==> src/rtl/alu_operand_sequencer.sv <==
// Operand/control sequencer for the combinational 8-bit ALU: fetches operands from a small
// register file, holds them on the ALU for one cycle, then writes the result back.
module alu_operand_sequencer #(
    parameter int DATA_W = 8,
    parameter int NREG   = 4,
    localparam int AW    = $clog2(NREG)
) (
    input  logic              clk,
    input  logic              rst_n,
    input  logic              instr_valid,
    output logic              instr_ready,
    input  logic [5:0]        instr_op,
    input  logic [AW-1:0]     instr_ra,
    input  logic [AW-1:0]     instr_rb,
    input  logic [AW-1:0]     instr_rd,
    input  logic              instr_imm_en,
    input  logic [DATA_W-1:0] instr_imm,
    input  logic              ext_we,
    input  logic [AW-1:0]     ext_waddr,
    input  logic [DATA_W-1:0] ext_wdata,
    output logic [4:0]        alu_sel,
    output logic              alu_carry_in,
    output logic [DATA_W-1:0] alu_a,
    output logic [DATA_W-1:0] alu_b,
    input  logic [DATA_W-1:0] alu_y,
    output logic              result_valid,
    output logic [DATA_W-1:0] result_data,
    output logic [AW-1:0]     result_rd,
    output logic              op_err
);

    typedef enum logic [1:0] {
        IDLE  = 2'd0,
        ISSUE = 2'd1,
        WB    = 2'd2
    } state_t;

    state_t            state, state_nxt;
    logic [DATA_W-1:0] regs [NREG];
    logic [AW-1:0]     rd_q;
    logic              legal_q;
    logic              accept;
    logic              host_wr;
    logic              wb_wr;
    logic [DATA_W-1:0] opnd_a;
    logic [DATA_W-1:0] opnd_b;

    function automatic logic op_is_legal(input logic [5:0] op);
        logic ok;
        case (op) inside
            6'b000???,
            6'b001000, 6'b001010, 6'b001100, 6'b001110,
            6'b010000, 6'b100000, 6'b110000: ok = 1'b1;
            default:                         ok = 1'b0;
        endcase
        return ok;
    endfunction

    assign accept  = (state == IDLE) && instr_valid;
    assign host_wr = (state == IDLE) && ext_we;
    assign wb_wr   = (state == ISSUE) && legal_q;

    // A host write landing on the accept edge is forwarded so the operand sees the new value.
    always_comb begin
        opnd_a = regs[instr_ra];
        opnd_b = regs[instr_rb];
        if (ext_we && (ext_waddr == instr_ra)) opnd_a = ext_wdata;
        if (ext_we && (ext_waddr == instr_rb)) opnd_b = ext_wdata;
        if (instr_imm_en) opnd_b = instr_imm;
    end

    always_ff @(posedge clk or negedge rst_n) begin
        if (!rst_n) state <= IDLE;
        else        state <= state_nxt;
    end

    always_comb begin
        state_nxt    = state;
        instr_ready  = 1'b0;
        result_valid = 1'b0;
        op_err       = 1'b0;
        case (state)
            IDLE: begin
                instr_ready = 1'b1;
                if (instr_valid) state_nxt = ISSUE;
            end
            ISSUE: state_nxt = WB;
            WB: begin
                result_valid = legal_q;
                op_err       = !legal_q;
                state_nxt    = IDLE;
            end
            default: state_nxt = IDLE;
        endcase
    end

    // Host writes and ALU write-back are in different states, so they never collide.
    always_ff @(posedge clk or negedge rst_n) begin
        if (!rst_n) begin
            for (int i = 0; i < NREG; i++) regs[i] <= '0;
        end else if (host_wr) begin
            regs[ext_waddr] <= ext_wdata;
        end else if (wb_wr) begin
            regs[rd_q] <= alu_y;
        end
    end

    always_ff @(posedge clk or negedge rst_n) begin
        if (!rst_n) begin
            alu_a        <= '0;
            alu_b        <= '0;
            alu_sel      <= '0;
            alu_carry_in <= 1'b0;
            rd_q         <= '0;
            legal_q      <= 1'b0;
            result_data  <= '0;
            result_rd    <= '0;
        end else begin
            if (accept) begin
                alu_a                   <= opnd_a;
                alu_b                   <= opnd_b;
                {alu_sel, alu_carry_in} <= instr_op;
                rd_q                    <= instr_rd;
                legal_q                 <= op_is_legal(instr_op);
            end
            if (wb_wr) begin
                result_data <= alu_y;
                result_rd   <= rd_q;
            end
        end
    end

endmodule

==> config.mk <==
export PLATFORM = sky130hd
export DESIGN_NAME = alu_operand_sequencer
export DESIGN_NICKNAME = d
export VERILOG_FILES = /design/src/rtl/alu_operand_sequencer.sv
export SDC_FILE = /design/constraint.sdc
export NUM_CORES = 1
export LEC_CHECK = 0
export ABC_AREA = 1
export CORE_MARGIN = 2
export CORE_UTILIZATION = 55
export CTS_CLUSTER_DIAMETER = 50
export CTS_CLUSTER_SIZE = 10
export DETAILED_ROUTE_END_ITERATION = 7
export PLACE_DENSITY = 0.85
export SETUP_SLACK_MARGIN = 0.15
export SLEW_MARGIN = 20
export SYNTH_ARGS = -nofsm -noshare
export SYNTH_HDL_FRONTEND = slang
export SYNTH_SLANG_ARGS = --single-unit
export TNS_END_PERCENT = 5
==> constraint.sdc <==
create_clock -name clk -period 2.7 [get_ports clk]
set_input_delay 0.54 -clock clk [delete_from_list [all_inputs] [get_ports clk]]
set_output_delay 0.54 -clock clk [all_outputs]
set_load 0.01 [all_outputs]
# Word-level counts from Yosys, hierarchy flattened
# Cells that the tools add are included.
[word_totals]
ramBits = 0
register_bits = 69
romBits = 0
elab_cells = 70
memories = 0
out_inout_bits = 35
in_bits = 43
latchBits = 0
[classes]
shifts = 0
mux = 23
n_addsub = 0
magnitude_cmp = 6
bitwise = 4
n_reduce_logical = 12
div = 0
multipliers = 0
eq_ne = 12
[ops]
columns = ["operator", "n"]
rows = [
  ["8-bit two-way mux", 9],
  ["32-bit bitwise mux", 2],
  ["32-bit two-way mux", 2],
  ["8-bit binary-select mux with 2-bit select", 2],
  ["8-bit demux with 2-bit select", 2],
  ["6-bit by 4-bit equality test with 1-bit output (second input constant)", 4],
  ["6-bit equality test (second input constant)", 2],
  ["3-bit greater-or-equal comparator (second input constant)", 4],
  ["2-bit inverter with 3-bit output", 4],
  ["8-bit OR reduction", 1],
  ["1-bit logical AND", 7],
  ["6-bit by 5-bit equality test with 1-bit output (second input constant)", 1],
  ["3-bit by 1-bit < comparator with 1-bit output (second input constant)", 2],
  ["2-bit equality test", 2],
  ["1-bit two-way mux", 4],
  ["2-bit case mux with 2 select lines", 1],
  ["3-bit zero test", 1],
  ["2-bit by 1-bit equality test with 1-bit output (second input constant)", 1],
  ["2-bit equality test (second input constant)", 1],
  ["2-bit zero test", 1],
  ["2-bit two-way mux", 1],
  ["2-bit != test (second input constant)", 1],
  ["2-bit nonzero test", 1],
  ["1-bit zero test", 1],
]

# Depth between registers and ports, before layout
[logic_depth]
ltp_word = 8
mapped_depth = 9
ltp_nobuf = 8

# Worst setup path before layout
# Ideal clock, no wire load.
[synth_path]
path_kind = "input to register"
startpoint = "in instr_rb[1]"
endpoint = "reg alu_b[2]"
arrival_ns = 1.472
setup_ns = 0.116
setup_slack_ns = 1.112
path_stages = 9
required_time_ns = 2.584
path_buffers = 1
cell_sequence = "buf_2 -> inv_2 -> nand2_1 -> nand2_1 -> nand3_2 -> nand3_1 -> nand3_1 -> nand2_1 -> nand2_1"
[synth_between]
elab_chain_cells = 6
elab_cells_between_ends = 8
cone_classes = "1 x eq/ne; 5 x mux; 1 x bitwise; 1 x reduce/logical"
[synth_lines]
columns = ["element", "line", "text"]
rows = [
  ["start, declared", "14", "input logic [AW-1:0] instr_rb,"],
  ["2-bit inverter with 3-bit output (not written as such)", "66", "opnd_b = regs[instr_rb];"],
  ["8-bit binary-select mux with 2-bit select", "66", ""],
  ["8-bit two-way mux (not written as such) (2 in series)", "66", ""],
  ["8-bit two-way mux *", "68", "if (ext_we && (ext_waddr == instr_rb)) opnd_b = ext_wdata;"],
  ["8-bit two-way mux *", "69", "if (instr_imm_en) opnd_b = instr_imm;"],
  ["end signal, assigned", "121", "alu_b <= opnd_b;"],
  ["end, declared", "24", "output logic [DATA_W-1:0] alu_b,"],
]
# Mark *: on every way between the ends. The rest lies on a longest branch, timed or not. The select of a mux whose other input is x is not followed.
# A chain may end at the register's enable or synchronous reset.

# Worst setup path after layout
[layout_path]
startpoint = "reg state[1]"
endpoint = "out result_valid"
[layout_between]
elab_chain_cells = 2
[layout_lines]
columns = ["element", "line", "text"]
rows = [
  ["start, declared", "38", "state_t state, state_nxt;"],
  ["start signal, assigned", "74", "else state <= state_nxt;"],
  ["2-bit equality test", "82", "case (state)"],
  ["1-bit two-way mux", "82", ""],
  ["end, declared", "26", "output logic result_valid,"],
]
# No other way between the ends.

==> flow_metrics.tcl <==
set metrics [dict create \
    worstSetupPathType "reg2out" \
    finalClockSkew_ps 11.0 \
    setup_slack_ps 503 \
    setup_violations 0 \
    drt_iter0_drc 431 \
    cp_max_fo 3 \
    required_ps 2160 \
    nNetsFinal 638 \
    wl_mm 11.4 \
    arrival_ps 1660 \
    hold_path.class "in2async" \
    finalMaxSlewViolations 0 \
    ys_seq_area_share_pct 44.5 \
    top_layer "met4" \
    coreArea_sq_um 6790 \
    wl_met1_mm 4.78 \
    clk_latency_ps 350 \
    antenna_found_initial 0 \
    clkSinkCount 69 \
    io_pins 78 \
    start_util_pct 57.1 \
    critPathLaunch "state[1]" \
    r2r-start "state[0]" \
    period_share_pct 81.4 \
    synth_xor_area_share_pct 0.226 \
    yosysUniqueCellTypes 26 \
    max_freq_ghz 0.455 \
    wl_met3_um 907 \
    hold_buffers 0 \
    netlist_area_sq_um 3880 \
    worst_setup_path_end_kind "primary output" \
    dp_hpwl_mm 8.46 \
    synth_top_family_by_area "simple AND/OR/NAND/NOR gates" \
    root_buffer "clkbuf_8" \
    rsz0062_at_grt "no" \
    fp.dieArea_sq_um 7740 \
    p_total_mw 4.01 \
    dp_slack_ps 283 \
    htreeDepth 3 \
    finalCriticalPeriod_ps 2200 \
    cts_resized 0 \
    drt_pass1_iterations 6 \
    grt_pass1_wl_mm 17.8 \
    tns_ps 0 \
    hold_ws_ps 189 \
    syn_to_final_growth_pct 27.1 \
    synthAdderAreaFrac_pct 0 \
    rows 30 \
    status "finished clean" \
    die_y_um 88.0 \
    yosys.area_share.simple_pct 25.4 \
    vias 3900 \
    routed-wl-met2_mm 5.33 \
    wl_per_cell_um 16.4 \
    cts_made_buffers 9 \
    drv_cap 0 \
    powerDensity_nw_per_um2 814 \
    numPortBuffers 77 \
    yosysWarnings 0 \
    p_leak_nw 2.30 \
    die_x_um 88.0 \
    overflow 0 \
    postRouteAntennaNets 0 \
    place_inst 680 \
    max-clock-path-buffers 2 \
    ff2ff_path_depth 7 \
    synth-compound-area-share_pct 20.5 \
    hold_violations 0 \
    finalWeightedCongestion 0.985 \
    drive_gt1_share_pct 9.00 \
    clk_pin_slew_ps 80 \
    cts_tree "yes" \
    grt_max_degree 70 \
    maxSlewHeadroom_pct 63.6 \
    syn_avg_cell_area_sq_um 7.46 \
    cp-start-kind "flop" \
    drc 0 \
    grtUsageTotal_pct 30.6 \
    synth_fp_nets 563 \
    grt_pass1_vias 3704 \
    synthMuxAreaShare_pct 0 \
    antennaDiodeCount 0 \
    cts_setup_buffers 0 \
    ir_worst_vdd_mv 0.406 \
    viasPerCell 5.60 \
    worstMarginPinSlew_ps 546 \
    stdcell_count 696 \
    ys_seq_elements 69 \
    syn_inst 520 \
]
area by class of cell:
class	instances	area, sq um
flip-flops and latches	69	1730
well taps	96	120
fillers	543	1860
inverters	62	233
multi-input cells	366	1790
clock inverters	6	70.1
clock buffers	10	138
repair buffers	87	853
critical path, stage by stage (launching register included):
cell and delay [ps]:
dfrtp_1 500, inv_1 90, nor3_1 170, clkdlybuf4s50_1 550
placed cells by master (no fill, tap or decap), types with 5 or more instances in the layout:
cell             count
a21oi_1             35
buf_4                9
clkbuf_8            10
clkdlybuf4s50_1     76
dfrtp_1             69
inv_1               57
inv_2                5
nand2_1            147
nand3_1             40
nor2_1              24
o21ai_0             61
o21ai_2              7
o22ai_1             31
cells in the mapped netlist:
| library cell | number | area, sq um |
|---|---|---|
| nand2_1 | 147 | 552 |
| dfrtp_1 | 69 | 1730 |
| o21ai_0 | 61 | 305 |
| inv_1 | 57 | 214 |
| nand3_1 | 40 | 200 |
| a21oi_1 | 35 | 175 |
| o22ai_1 | 31 | 194 |
| nor2_1 | 24 | 90.1 |
| clkbuf_1 | 10 | 37.5 |
| o21ai_2 | 7 | 61.3 |
| buf_2 | 6 | 30.0 |
| inv_2 | 5 | 18.8 |
| nand2_2 | 4 | 25.0 |
| nand4_2 | 4 | 50.1 |
| a21oi_4 | 3 | 48.8 |
| buf_4 | 3 | 22.5 |
| buf_6 | 3 | 33.8 |
| nor3_1 | 2 | 10.0 |
| o21ai_1 | 2 | 10.0 |
| clkbuf_2 | 1 | 5.00 |
| nand2_4 | 1 | 11.3 |
| nand3_2 | 1 | 10.0 |
| nor2_4 | 1 | 11.3 |
| nor2_8 | 1 | 20.0 |
| nor4_1 | 1 | 6.26 |
| xnor2_1 | 1 | 8.76 |
metal layers:
metal | vias to the layer above | track usage [%]
met3 | 39 | 5.66
met2 | 213 | 48.4
met4 | 0 | 12.3
met5 | - | 0
met1 | 1776 | 41.8
li1 | 1872 | -
metrics by stage:
stage / instance area [sq um] / util [%]
after floorplan: 3880 / -
after global placement: 4720 / 69.5
after detailed placement: 4720 / 69.5
after CTS: 4930 / 72.6
after global routing: 4930 / 72.6
final: 4930 / 72.6
sequential cells by signal, indices dropped and copies added (netlist names):
name          count
alu_b             8
regs             32
alu_carry_in      1
result_rd         2
legal_q           1
result_data       8
state             2
alu_sel           5
rd_q              2
alu_a             8
cell families (layout without fill, tap and decap cells):
family	Yosys count	in the layout
xor+xnor	1	1
flops	69	69
simple gates	226	226
compound gates	139	139
buf+inv	85	165
worst paths after layout:
| path | end | slack [ps] |
|---|---|---|
| max | result_valid | 500 |
| min | regs[28] | 190 |
| max reg2reg | regs[26] | 860 |
| min reg2reg | alu_b[3] | 480 |
| max in group asynchronous | alu_b[0] | 2190 |
| min in group clk | alu_b[3] | 480 |
power by group:
part           internal (mW)  switching [mW]  leakage (nW)
clock                  0.458           0.426        0.0955
combinational          0.676           0.854          1.33
sequential              1.41           0.192         0.876
No activity file was read; power rests on OpenSTA's default activity.
